--- src/rtl/fu_alu_sched.sv ---
// Round-robin scheduler sharing one integer ALU functional unit among NREQ issue requesters.
// It drives the FU EN/finish protocol and holds each tagged result until the CDB side accepts it.
module fu_alu_sched #(
  parameter int NREQ    = 2,
  parameter int TAGW    = 4,
  parameter int TIMEOUT = 8
) (
  input  logic                 clk,
  input  logic                 rst,
  input  logic [NREQ-1:0]      req_valid,
  output logic [NREQ-1:0]      req_ready,
  input  logic [4*NREQ-1:0]    req_ctrl,
  input  logic [32*NREQ-1:0]   req_a,
  input  logic [32*NREQ-1:0]   req_b,
  input  logic [TAGW*NREQ-1:0] req_tag,
  output logic                 fu_en,
  output logic [3:0]           fu_ctrl,
  output logic [31:0]          fu_a,
  output logic [31:0]          fu_b,
  input  logic [31:0]          fu_res,
  input  logic                 fu_zero,
  input  logic                 fu_overflow,
  input  logic                 fu_finish,
  output logic                 res_valid,
  input  logic                 res_ready,
  output logic [31:0]          res_data,
  output logic [TAGW-1:0]      res_tag,
  output logic                 res_zero,
  output logic                 res_overflow,
  output logic                 busy,
  output logic                 err
);

  localparam int PW = (NREQ > 1) ? $clog2(NREQ) : 1;
  localparam int CW = $clog2(TIMEOUT + 1);

  localparam logic [1:0] S_IDLE  = 2'd0;
  localparam logic [1:0] S_ISSUE = 2'd1;
  localparam logic [1:0] S_WAIT  = 2'd2;
  localparam logic [1:0] S_DONE  = 2'd3;

  // Handshakes: a requester transfer happens on a rising edge where req_valid[i] and
  // req_ready[i] are both high; a result leaves on an edge where res_valid and res_ready are high.

  logic [1:0]      state;
  logic [PW-1:0]   ptr;
  logic [CW-1:0]   cnt;
  logic [3:0]      iss_ctrl;
  logic [31:0]     iss_a;
  logic [31:0]     iss_b;
  logic [TAGW-1:0] iss_tag;

  logic            grant_ok;
  logic            grant;
  logic            win_found;
  logic [PW-1:0]   win_idx;

  // Scan from the slot after the last winner so every requester gets a turn.
  always_comb begin
    win_found = 1'b0;
    win_idx   = '0;
    for (int k = 1; k <= NREQ; k++) begin
      if (!win_found && req_valid[(int'(ptr) + k) % NREQ]) begin
        win_found = 1'b1;
        win_idx   = PW'((int'(ptr) + k) % NREQ);
      end
    end
  end

  assign grant_ok = (state == S_IDLE) || ((state == S_DONE) && res_ready);
  assign grant    = grant_ok && win_found;

  always_comb begin
    req_ready = '0;
    for (int i = 0; i < NREQ; i++) begin
      req_ready[i] = grant && (win_idx == PW'(i));
    end
  end

  assign fu_en     = (state == S_ISSUE);
  assign fu_ctrl   = iss_ctrl;
  assign fu_a      = iss_a;
  assign fu_b      = iss_b;
  assign res_valid = (state == S_DONE);
  assign busy      = (state != S_IDLE);

  always_ff @(posedge clk) begin
    if (rst) begin
      state        <= S_IDLE;
      ptr          <= PW'(NREQ - 1);
      cnt          <= '0;
      err          <= 1'b0;
      iss_ctrl     <= '0;
      iss_a        <= '0;
      iss_b        <= '0;
      iss_tag      <= '0;
      res_data     <= '0;
      res_tag      <= '0;
      res_zero     <= 1'b0;
      res_overflow <= 1'b0;
    end else begin
      if (grant) begin
        iss_ctrl <= req_ctrl[4*int'(win_idx) +: 4];
        iss_a    <= req_a[32*int'(win_idx) +: 32];
        iss_b    <= req_b[32*int'(win_idx) +: 32];
        iss_tag  <= req_tag[TAGW*int'(win_idx) +: TAGW];
        ptr      <= win_idx;
      end
      case (state)
        S_IDLE: begin
          if (grant) state <= S_ISSUE;
        end
        S_ISSUE: begin
          state <= S_WAIT;
          cnt   <= '0;
        end
        S_WAIT: begin
          if (fu_finish) begin
            res_data     <= fu_res;
            res_tag      <= iss_tag;
            res_zero     <= fu_zero;
            res_overflow <= fu_overflow;
            state        <= S_DONE;
          end else if (cnt == CW'(TIMEOUT - 1)) begin
            // The FU never answered: drop the op without producing a result.
            err   <= 1'b1;
            state <= S_IDLE;
          end else begin
            cnt <= cnt + 1'b1;
          end
        end
        S_DONE: begin
          if (res_ready) state <= grant ? S_ISSUE : S_IDLE;
        end
        default: state <= S_IDLE;
      endcase
    end
  end

endmodule

--- config.mk ---
export PLATFORM = sky130hd
export DESIGN_NAME = fu_alu_sched
export DESIGN_NICKNAME = d
export VERILOG_FILES = /design/src/rtl/fu_alu_sched.sv
export SDC_FILE = /design/constraint.sdc
export NUM_CORES = 1
export LEC_CHECK = 0
export BUFFER_PORTS_ARGS = -buffer_cell sky130_fd_sc_hd__buf_2
export CAP_MARGIN = 25
export CORE_AREA = 2 2 115 117
export CTS_CLUSTER_DIAMETER = 60
export CTS_CLUSTER_SIZE = 16
export DETAILED_ROUTE_END_ITERATION = 10
export DIE_AREA = 0 0 117 119
export PLACE_DENSITY = 0.7
export SLEW_MARGIN = 25
export SYNTH_ARGS = -nofsm -noshare
export SYNTH_HDL_FRONTEND = slang
export SYNTH_SLANG_ARGS = --single-unit
--- constraint.sdc ---
create_clock -name clk -period 2.2 [get_ports clk]
set_input_delay 0.44 -clock clk [delete_from_list [all_inputs] [get_ports clk]]
set_output_delay 0.44 -clock clk [all_outputs]
set_load 0.02 [all_outputs]
==> results of run 1 <==
==> cells in the mapped netlist (all sizes together) <==
library cell | count | area [sq um]
a21oi | 44 | 231.5
inv | 5 | 18.77
clkbuf | 16 | 60.06
nand3b | 1 | 7.510
nor3 | 1 | 16.27
a21boi | 1 | 7.510
o21ai | 1 | 5.000
nor2 | 7 | 26.28
nor2b | 3 | 18.77
a21o | 2 | 22.52
a221o | 73 | 730.7
a221oi | 1 | 8.760
nand2 | 82 | 312.8
and2 | 73 | 456.7
ha | 6 | 75.07
nand4 | 1 | 6.260
dfxtp | 118 | 2362
a211oi | 1 | 20.02
buf | 19 | 178.9
or3 | 1 | 6.260
nand3 | 2 | 10.01
and3 | 1 | 6.260
a211o | 1 | 8.760
nand4b | 2 | 17.52
xor2 | 2 | 17.52
a31oi | 1 | 6.260
or2 | 1 | 8.760
==> registers in the layout, indices dropped and copies added, names as in the netlist <==
register and count:
cnt 4, err 1, fu_a 32, fu_b 32, fu_ctrl 4, iss_tag 4
ptr 1, res_data 32, res_overflow 1, res_tag 4, res_zero 1, state 2
==> what timing repair did <==
item / CTS / global route
resized for setup: 1 / 7
endpoints found under the setup margin: 1 / 52
gates cloned: 0 / 1
setup buffers: 0 / 0
pin swaps: 0 / 1
==> power by group <==
group          switching, mW  internal [mW]  total, mW
clock                   1.03           1.94       2.97
combinational          0.983          0.719       1.70
sequential             0.148           2.44       2.59
total                   2.16           5.10       7.26
==> area by class of cell <==
cell class	count	area share, %
Clock inverter	14	2.864
Timing Repair Buffer	312	23.70
Multi-Input combinational cell	309	29.59
Sequential cell	118	34.08
Inverter	5	0.2702
Tap cell	176	3.170
Clock buffer	18	6.322
==> cells by family (layout without fill, tap and decap cells) <==
group	count (synthesis)	count (layout)	share of synthesized area (%)
AO/OA/AOI/OAI	125	125	22.40
XOR/XNOR	2	2	0.3770
buffers and inverters	40	349	5.547
adder cells (fa/ha/maj)	6	6	1.615
AND/OR/NAND/NOR	175	176	19.23
flip-flops	118	118	50.83
==> worst paths after layout <==
| kind | end | slack, ps | startpoint | cells after the start |
|---|---|---|---|---|
| setup / recovery | req_ready[1] | 70 | state[1] | 7 |
| hold / removal | fu_a[23] | 250 | req_a[55] | 2 |
| setup reg to reg | fu_ctrl[2] | 260 | state[1] | 7 |
| hold reg to reg | res_data[12] | 450 | res_data[12] | 2 |
==> stage by stage <==
step	worst slack [ps]	total power [mW]	cell area, sq um	setup TNS [ps]	cells
floorplan	450.0	3.660	4647	0	466
detailed placement	23.81	4.299	6270	0	919
finish	68.03	7.260	6947	0	952
CTS	10.98	7.303	6909	0	951
global route	-6.086	7.612	6947	-6.086	952
global placement	35.08	4.293	6270	0	919
==> metal layers <==
metal	track usage (%)	up-vias	wire (um)
met4	6.691	0	234
met3	6.768	18	1092
met2	33.16	183	6968
met5	0	-	0
li1	-	2266	-
met1	22.23	2059	5669
==> flow_summary_export.csv, run 1 <==
group,metric,value,unit
final_layout,multi_input_area,2056,sq um
clock_tree,clk_path_buf_depth,2,
logic_synthesis,synth_warnings,0,
sta,slew_viol_final,0,
floorplanning,dieArea,13920,sq um
clock_tree,htree_num_levels,4,
setup_path,critPathSlowestCell,"dfxtp_4",
route,drt-initial-drc-count,179,
sta,max_slew_margin,49.00,%
grt,grt_pass1_vias,4415,
floorplanning,die_y,119,um
floorplanning,die_w,117,um
setup_path,worstPathRequired,1760,ps
floorplanning,initial_core_util,36.09,%
logic_synthesis,syn_area,4647,sq um
clock_tree,cts_hold_buf,0,
floorplanning,io_pins,296,
setup_path,cp_cell_sequence,"inv_1 -> ha_1 -> a21o_4 -> buf_4 -> nand2_4 -> a21oi_1 -> buf_4",
final_layout,antenna_cells,0,
route,dr_total_vias,4526,
power_and_ir_drop,power-per-cell-area,1045,nW/um^2
sta,fmax,0.4691,GHz
route,final_antenna_net_count,0,
sta,rsz0062_at_grt,"yes",
sta,setup_viol,0,
final_layout,layout-drive-gt1-share,45.62,%
logic_synthesis,seq_area_frac_synth,50.83,%
setup_path,worstSetupEndpointType,"output port",
logic_synthesis,synth.ff_latch_count,118,
clock_tree,clock_latency,410,ps
logic_synthesis,synthCells,466,
route,wl,13.96,mm
logic_synthesis,ys_types,33,
clock_tree,cts_buffers,17,
grt,antenna_found_initial,0,
clock_tree,cts_root_buffer,"clkbuf_16",
place,hpwl,9.856,mm
route,vias_per_cell,4.754,
route,routedWlPerCell,14.67,um
final_layout,final_common_cell,"buf_2",
min_path,hp-class,"in -> reg",
final_layout,nNetsFinal,953,
clock_tree,cts_sinks,118,
final_layout,final_util,53.96,%
route,route.detailed.drc,0,
setup_path,max_stage_delay,360,ps
final_layout,final_cell_mix,"buf_2 (293), dfxtp_1 (116), nand2_1 (80), a221o_1 (73), and2_0 (57)",
floorplanning,core_area,12870,sq um
clock_tree,path_clk_slew,60,ps
sta,tightest_slew,760.9,ps
setup_path,cp_max_fo,5,
setup_path,arrival,1690,ps
setup_path,crit_path_frequent_cell,"buf_4",
setup_path,crit_path_start_kind,"flip-flop",
final_layout,syn_to_final_growth,49.49,%
floorplanning,num_rows,42,
logic_synthesis,syn_nets,656,
logic_synthesis,syn_area_per_cell,9.972,sq um
sta,skew,15.45,ps
final_layout,regArea,2367,sq um
sta,fin_crit,2132,ps
sta,hold_violations,0,
grt,grt_pass1_wl,21.37,mm
sta,finalCritPeriodShare,96.91,%
place,io_buffers,295,
setup_path,critPathTopFamily,"buffers and inverters",
setup_path,critPathKind,"reg -> out",
power_and_ir_drop,p_leak,3.334,nW
grt,grt.total_usage,19.40,%
sta,hold_slack,251.2,ps
outcome,status,"completed",
power_and_ir_drop,ir_drop,0.0004929,V
grt,grt_max_degree,58,
final_layout,num-fill-cells,1194,
job,max-cap-violations,0,
clock_tree,cts_tree,"built",
setup_path,crit_buf_inv,3,
place,place_congestion,0.7915,
grt,grt_overflow,0,
route,firstDrtPassIters,4,
Note: power is estimated with default switching activity, not from simulation.
==> inputs of run 2 (changes only) <==
--- a/config.mk
+++ b/config.mk
@@ -6,5 +6,4 @@
 export NUM_CORES = 1
 export LEC_CHECK = 0
-export BUFFER_PORTS_ARGS = -buffer_cell sky130_fd_sc_hd__buf_2
 export CAP_MARGIN = 25
 export CORE_AREA = 2 2 115 117
@@ -13,5 +12,7 @@
 export DETAILED_ROUTE_END_ITERATION = 10
 export DIE_AREA = 0 0 117 119
-export PLACE_DENSITY = 0.7
+export DONT_BUFFER_PORTS = 1
+export GPL_ROUTABILITY_DRIVEN = 0
+export PLACE_DENSITY = 0.5
 export SLEW_MARGIN = 25
 export SYNTH_ARGS = -nofsm -noshare
==> constraint.sdc (replaced) <==
create_clock -name clk -period 2.2 [get_ports clk]
set_input_delay 0.44 -clock clk [delete_from_list [all_inputs] [get_ports clk]]
set_output_delay 0.44 -clock clk [all_outputs]
set_load 0.005 [all_outputs]
==> run 2 against run 1 <==
Critical path depth down 1. Fmax increased by 3.8%. Register-to-register slack better by 20 ps. Core utilization down 13 points. Largest cell class unchanged. First-iteration DRC count rose by 19%. Hold slack lost 140 ps. Sequential cell count stayed put.
==> flow_summary_export.csv, run 2 (synthesis results as in run 1) <==
group,metric,value,unit
floorplanning,die_w,117,um
final_layout,regArea,2362,sq um
route,drt-initial-drc-count,213,
setup_path,timing.rr.start,"state[0]",
sta,fmax,0.4870,GHz
grt,grt.total_usage,17.73,%
clock_tree,clk_path_buf_depth,2,
place,hpwl,8.808,mm
final_layout,design_area,5316,sq um
sta,slew_viol_final,0,
clock_tree,cts_root_buffer,"clkbuf_16",
route,routedWlPerCell,19.33,um
floorplanning,initial_core_util,36.09,%
setup_path,rr_worst_depth,7,
floorplanning,core_area,12870,sq um
grt,grt_max_degree,63,
setup_path,cp_cell_sequence,"inv_1 -> ha_1 -> a21o_4 -> nand2_2 -> buf_4 -> nor2_1",
setup_path,cp_max_fo,5,
final_layout,final_common_cell,"dfxtp_1",
final_layout,nNetsFinal,653,
setup_path,critPathKind,"reg -> out",
sta,hold_violations,0,
route,firstDrtPassIters,5,
sta,setup_viol,0,
route,wl,12.53,mm
final_layout,layout-drive-gt1-share,9.534,%
sta,skew,6.538,ps
min_path,min_from,"rst",
setup_path,r2r-end,"state[1]",
sta,tightest_slew,394.3,ps
setup_path,arrival,1610,ps
sta,rsz0062_at_grt,"no",
final_layout,num-fill-cells,1250,
setup_path,critPathTopFamily,"flip-flops",
sta,fin_crit,2053,ps
final_layout,antenna_cells,0,
grt,antenna_found_initial,0,
power_and_ir_drop,power-per-cell-area,1149,nW/um^2
sta,max_slew_margin,73.72,%
route,dr_total_vias,3476,
min_path,whs_path_depth,1,
setup_path,worstSetupEndpointType,"output port",
floorplanning,dieArea,13920,sq um
min_path,worst_hold_path.endpoint,"res_overflow",
floorplanning,die_y,119,um
clock_tree,cts_hold_buf,0,
final_layout,final_cell_mix,"dfxtp_1 (118), nand2_1 (80), a221o_1 (73), and2_0 (57), a21oi_1 (43)",
power_and_ir_drop,ir_drop,0.0004477,V
route,vias_per_cell,5.364,
final_layout,multi_input_area,2027,sq um
grt,grt_pass1_vias,3368,
clock_tree,cts_sinks,118,
outcome,status,"completed",
power_and_ir_drop,p_leak,1.964,nW
clock_tree,htree_num_levels,4,
clock_tree,path_clk_slew,50,ps
setup_path,crit_buf_inv,2,
route,final_antenna_net_count,0,
place,place_area,4741,sq um
setup_path,cp-startpoint,"state[1]",
sta,setup_tns,0,ps
min_path,hp-class,"in -> reg",
route,route.detailed.drc,0,
job,max-cap-violations,0,
clock_tree,cts_tree,"built",
grt,grt_pass1_wl,18.54,mm
floorplanning,io_pins,296,
setup_path,max_stage_delay,340,ps
setup_path,reg2reg_slack,280,ps
setup_path,critPathSlowestCell,"dfxtp_1",
floorplanning,num_rows,42,
sta,hold_slack,116.0,ps
setup_path,worstPathRequired,1760,ps
clock_tree,clock_latency,400,ps
final_layout,syn_to_final_growth,14.40,%
setup_path,crit_path_start_kind,"flip-flop",
place,io_buffers,0,
sta,finalCritPeriodShare,93.33,%
clock_tree,cts_buffers,17,
grt,grt_overflow,0,
## run 2: cell types whose count changed in the layout (fill, tap and decap cells not counted), sizes merged
cell      delta
buf        -299
clkbuf       +5
clkinv       -4
bufinv       -2
inv          -2
clkinvlp     -1
nor3         -1
## run 2: report_power, final
group	leakage [nW]	total, mW	switching (mW)	internal, mW
Sequential	0.965	2.68	0.230	2.45
Clock	0.275	2.62	0.896	1.72
Combinational	0.724	0.810	0.418	0.393
Total	1.96	6.11	1.54	4.56
## run 2: how the worst max path moves through the flow
stage / depth (start not counted) / end / slack [ps]
after floorplan: 6 / state[1] / 550
after global placement: 7 / fu_a[27] / 70
after detailed placement: 7 / fu_ctrl[0] / 0.6
after CTS: 8 / fu_a[1] / 100
after global routing: 6 / req_ready[0] / 40
final: 6 / req_ready[0] / 150
## run 2: through the flow
| stage | utilization [%] | cells | power (mW) | worst slack, ps |
|---|---|---|---|---|
| after floorplan | - | 466 | 3.324 | 550.3 |
| after global placement | 36.82 | 617 | 3.509 | 69.60 |
| after detailed placement | 36.82 | 617 | 3.523 | 0.5769 |
| after CTS | 41.18 | 646 | 6.183 | 104.3 |
| after global routing | 41.29 | 648 | 6.426 | 36.26 |
| final | 41.29 | 648 | 6.107 | 146.8 |
## run 2: area by class of cell
class | count | share of cell area, %
inverter | 5 | 0.3530
sequential | 118 | 44.43
clock buffer | 23 | 8.990
tap | 176 | 4.142
timing repair buffer | 13 | 2.542
clock inverter | 5 | 1.412
multi-input combinational | 308 | 38.13
## run 2: worst register-to-register path, delay by kind of cell (launching register included)
kind,cells,cell delay (ps)
AND/OR/NAND/NOR,2,520
AO/OA/AOI/OAI,2,490
flip-flops,1,370
adder cells (fa/ha/maj),1,250
buffers and inverters,2,220
## run 2: per-layer routing
metal	wire length (um)	GRT usage, %
met3	1309	9.364
met1	4675	19.11
met4	118	5.294
met5	0	0
met2	6422	29.84
## run 2: what timing repair did
item / 4_1_cts / 5_1_grt
endpoints found under the hold margin: 0 / 0
pin swaps: 1 / 2
buffers inserted: 1 / 2
gates resized for setup: 0 / 0
endpoints found under the setup margin: 11 / 32
==> inputs of run 3 (changes only) <==
- CORE_AREA: 2 2 115 117 -> 4 4 114 116
- CTS_BUF_LIST: not set -> sky130_fd_sc_hd__clkbuf_16
- CTS_CLUSTER_SIZE: 16 -> 25
- DIE_AREA: 0 0 117 119 -> 0 0 118 120
- PLACE_DENSITY: 0.5 -> 0.52
==> run 3 against run 2 <==
Hold slack better by 20 ps. Critical path depth is 1 lower. Sequential share of layout area hardly changed. Non-clock buffer count is 1 higher. Sequential power hardly changed. Count of clock-buffer cells in the layout is 6 lower. Sequential cell count stayed put. Total power is 1.2% higher. Via count is 2.2% higher. Die area is 1.7% higher. Critical path type unchanged. Critical endpoint unchanged. Largest cell class unchanged.
==> flow_summary_export.csv, run 3 (synthesis results as in run 1) <==
group,metric,value,unit
final_layout,syn_to_final_growth,14.43,%
outcome,status,"completed",
min_path,hp-class,"in -> reg",
setup_path,crit_path_start_kind,"flip-flop",
sta,finalCritPeriodShare,93.90,%
setup_path,endpoint,"req_ready[0]",
job,max-cap-violations,0,
clock_tree,cts_root_buffer,"clkbuf_16",
sta,rsz0062_at_grt,"no",
final_layout,nNetsFinal,655,
clock_tree,path_clk_slew,50,ps
final_layout,final_util,44.64,%
clock_tree,cts_sinks,118,
route,vias_per_cell,5.696,
clock_tree,cts_tree,"built",
setup_path,timing.rr.start,"state[1]",
setup_path,reg2reg_slack,160,ps
final_layout,antenna_cells,0,
setup_path,critPathSlowestCell,"dfxtp_1",
sta,tightest_slew,876.6,ps
sta,fin_crit,2066,ps
grt,grt_pass1_wl,19.26,mm
setup_path,worstSetupEndpointType,"output port",
grt,antenna_found_initial,0,
floorplanning,die_w,118,um
route,dr_total_vias,3554,
floorplanning,dieArea,14160,sq um
power_and_ir_drop,total_power,6.179,mW
sta,hold_violations,0,
power_and_ir_drop,p_leak,1.974,nW
route,route.detailed.drc,0,
power_and_ir_drop,combPwrFrac,13.3,%
final_layout,final_common_cell,"dfxtp_1",
floorplanning,initial_core_util,39.01,%
grt,grt_max_degree,64,
route,drt-initial-drc-count,137,
floorplanning,core_area,11910,sq um
power_and_ir_drop,power-per-cell-area,1162,nW/um^2
setup_path,r2r-end,"fu_a[6]",
route,firstDrtPassIters,7,
place,placed_cells,591,
power_and_ir_drop,pwr-share-clk,43.0,%
setup_path,cp_max_fo,5,
setup_path,crit_buf_inv,1,
power_and_ir_drop,power.switching,1.584,mW
route,routedWlPerCell,20.39,um
grt,grt_pass1_vias,3478,
route,wl,12.72,mm
sta,max_slew_margin,41.46,%
clock_tree,ctsResizeCount,0,
final_layout,num-fill-cells,1132,
place,io_buffers,0,
floorplanning,num_rows,40,
place,hpwl,9.277,mm
clock_tree,clock_latency,400,ps
sta,setup_viol,0,
final_layout,final_cell_mix,"dfxtp_1 (118), nand2_1 (80), a221o_1 (73), and2_0 (57), a21oi_1 (43)",
setup_path,worstPathRequired,1760,ps
grt,grt.total_usage,17.12,%
setup_path,cp-startpoint,"state[1]",
clock_tree,htree_num_levels,4,
clock_tree,clk_path_buf_depth,2,
route,final_antenna_net_count,0,
setup_path,critPathKind,"reg -> out",
power_and_ir_drop,seq_power_share,43.7,%
sta,hold_slack,136.5,ps
setup_path,critPathTopFamily,"flip-flops",
grt,grt_overflow,0,
place,place_area,4727,sq um
final_layout,stdcell_count,624,
final_layout,layout-drive-gt1-share,9.853,%
floorplanning,die_y,120,um
setup_path,max_stage_delay,400,ps
setup_path,rr_worst_depth,6,
setup_path,arrival,1630,ps
sta,skew,9.476,ps
sta,slew_viol_final,0,
power_and_ir_drop,p_int,4.595,mW
power_and_ir_drop,swShare,25.64,%
setup_path,cp_cell_sequence,"ha_1 -> a21o_4 -> nand2_2 -> buf_4 -> nor2_1",
sta,fmax,0.4841,GHz
final_layout,design_area,5318,sq um
setup_path,cp.depth,5,
power_and_ir_drop,ir_drop,0.0003986,V
clock_tree,cts_buffers,17,
floorplanning,io_pins,296,
[run 3: cell types whose count changed in the layout (fill, tap and decap cells not counted), sizes merged]
| cell | change |
|---|---|
| clkbuf | -6 |
| clkinv | +2 |
| clkinvlp | +3 |
| inv | +3 |
| buf | +1 |
| bufinv | +1 |
| a211oi | +1 |
[run 3: repair_timing]
action	in CTS	in global routing
hold buffers	0	0
pin swaps	1	1
setup endpoints to repair	48	54
setup buffers	0	1
endpoints found under the hold margin	0	0
gates cloned	1	0
[run 3: power by group through the flow]
| stage | clock network [mW] | logic (mW) | registers (mW) |
|---|---|---|---|
| finish | 2.66 | 0.823 | 2.70 |
| detailed placement | 0 | 0.829 | 2.74 |
| CTS | 2.71 | 0.833 | 2.71 |
| floorplan | 0 | 0.682 | 2.64 |
| global placement | 0 | 0.798 | 2.74 |
| global route | 2.81 | 0.923 | 2.73 |
[run 3: how the worst min path moves through the flow]
stage / start / to / slack [ps] / depth (start not counted)
detailed placement: iss_tag[3] / res_tag[3] / 430 / 2
finish: rst / state[1] / 140 / 1
global route: rst / state[1] / 110 / 1
global placement: iss_tag[2] / res_tag[2] / 440 / 2
CTS: rst / res_overflow / 100 / 1
floorplan: iss_tag[0] / res_tag[0] / 430 / 2
[run 3: per-layer routing]
layer	track usage [%]	share of wire, %	wire length, um	vias to the layer above
met2	29.43	51	6491	183
met3	8.435	9.8	1247	14
met4	6.007	1.6	208	0
li1	-	-	-	1673
met1	18.30	38	4774	1684
met5	0	0	0	-
[run 3: through the flow]
stage / setup WS, ps / TNS (ps)
CTS: 41.29 / 0
detailed placement: -54.93 / -1776
finish: 134.2 / 0
global placement: 63.36 / 0
floorplan: 550.3 / 0
global route: 27.38 / 0
[run 3: layout make-up]
class	instances	area [sq um]	area share [%]
Clock buffer	17	425.4	8.000
Clock inverter	14	145.1	2.729
Inverter	5	18.77	0.3529
Multi-Input combinational cell	309	2039	38.35
Sequential cell	118	2362	44.42
Tap cell	147	183.9	3.459
Timing Repair Buffer	14	142.6	2.682
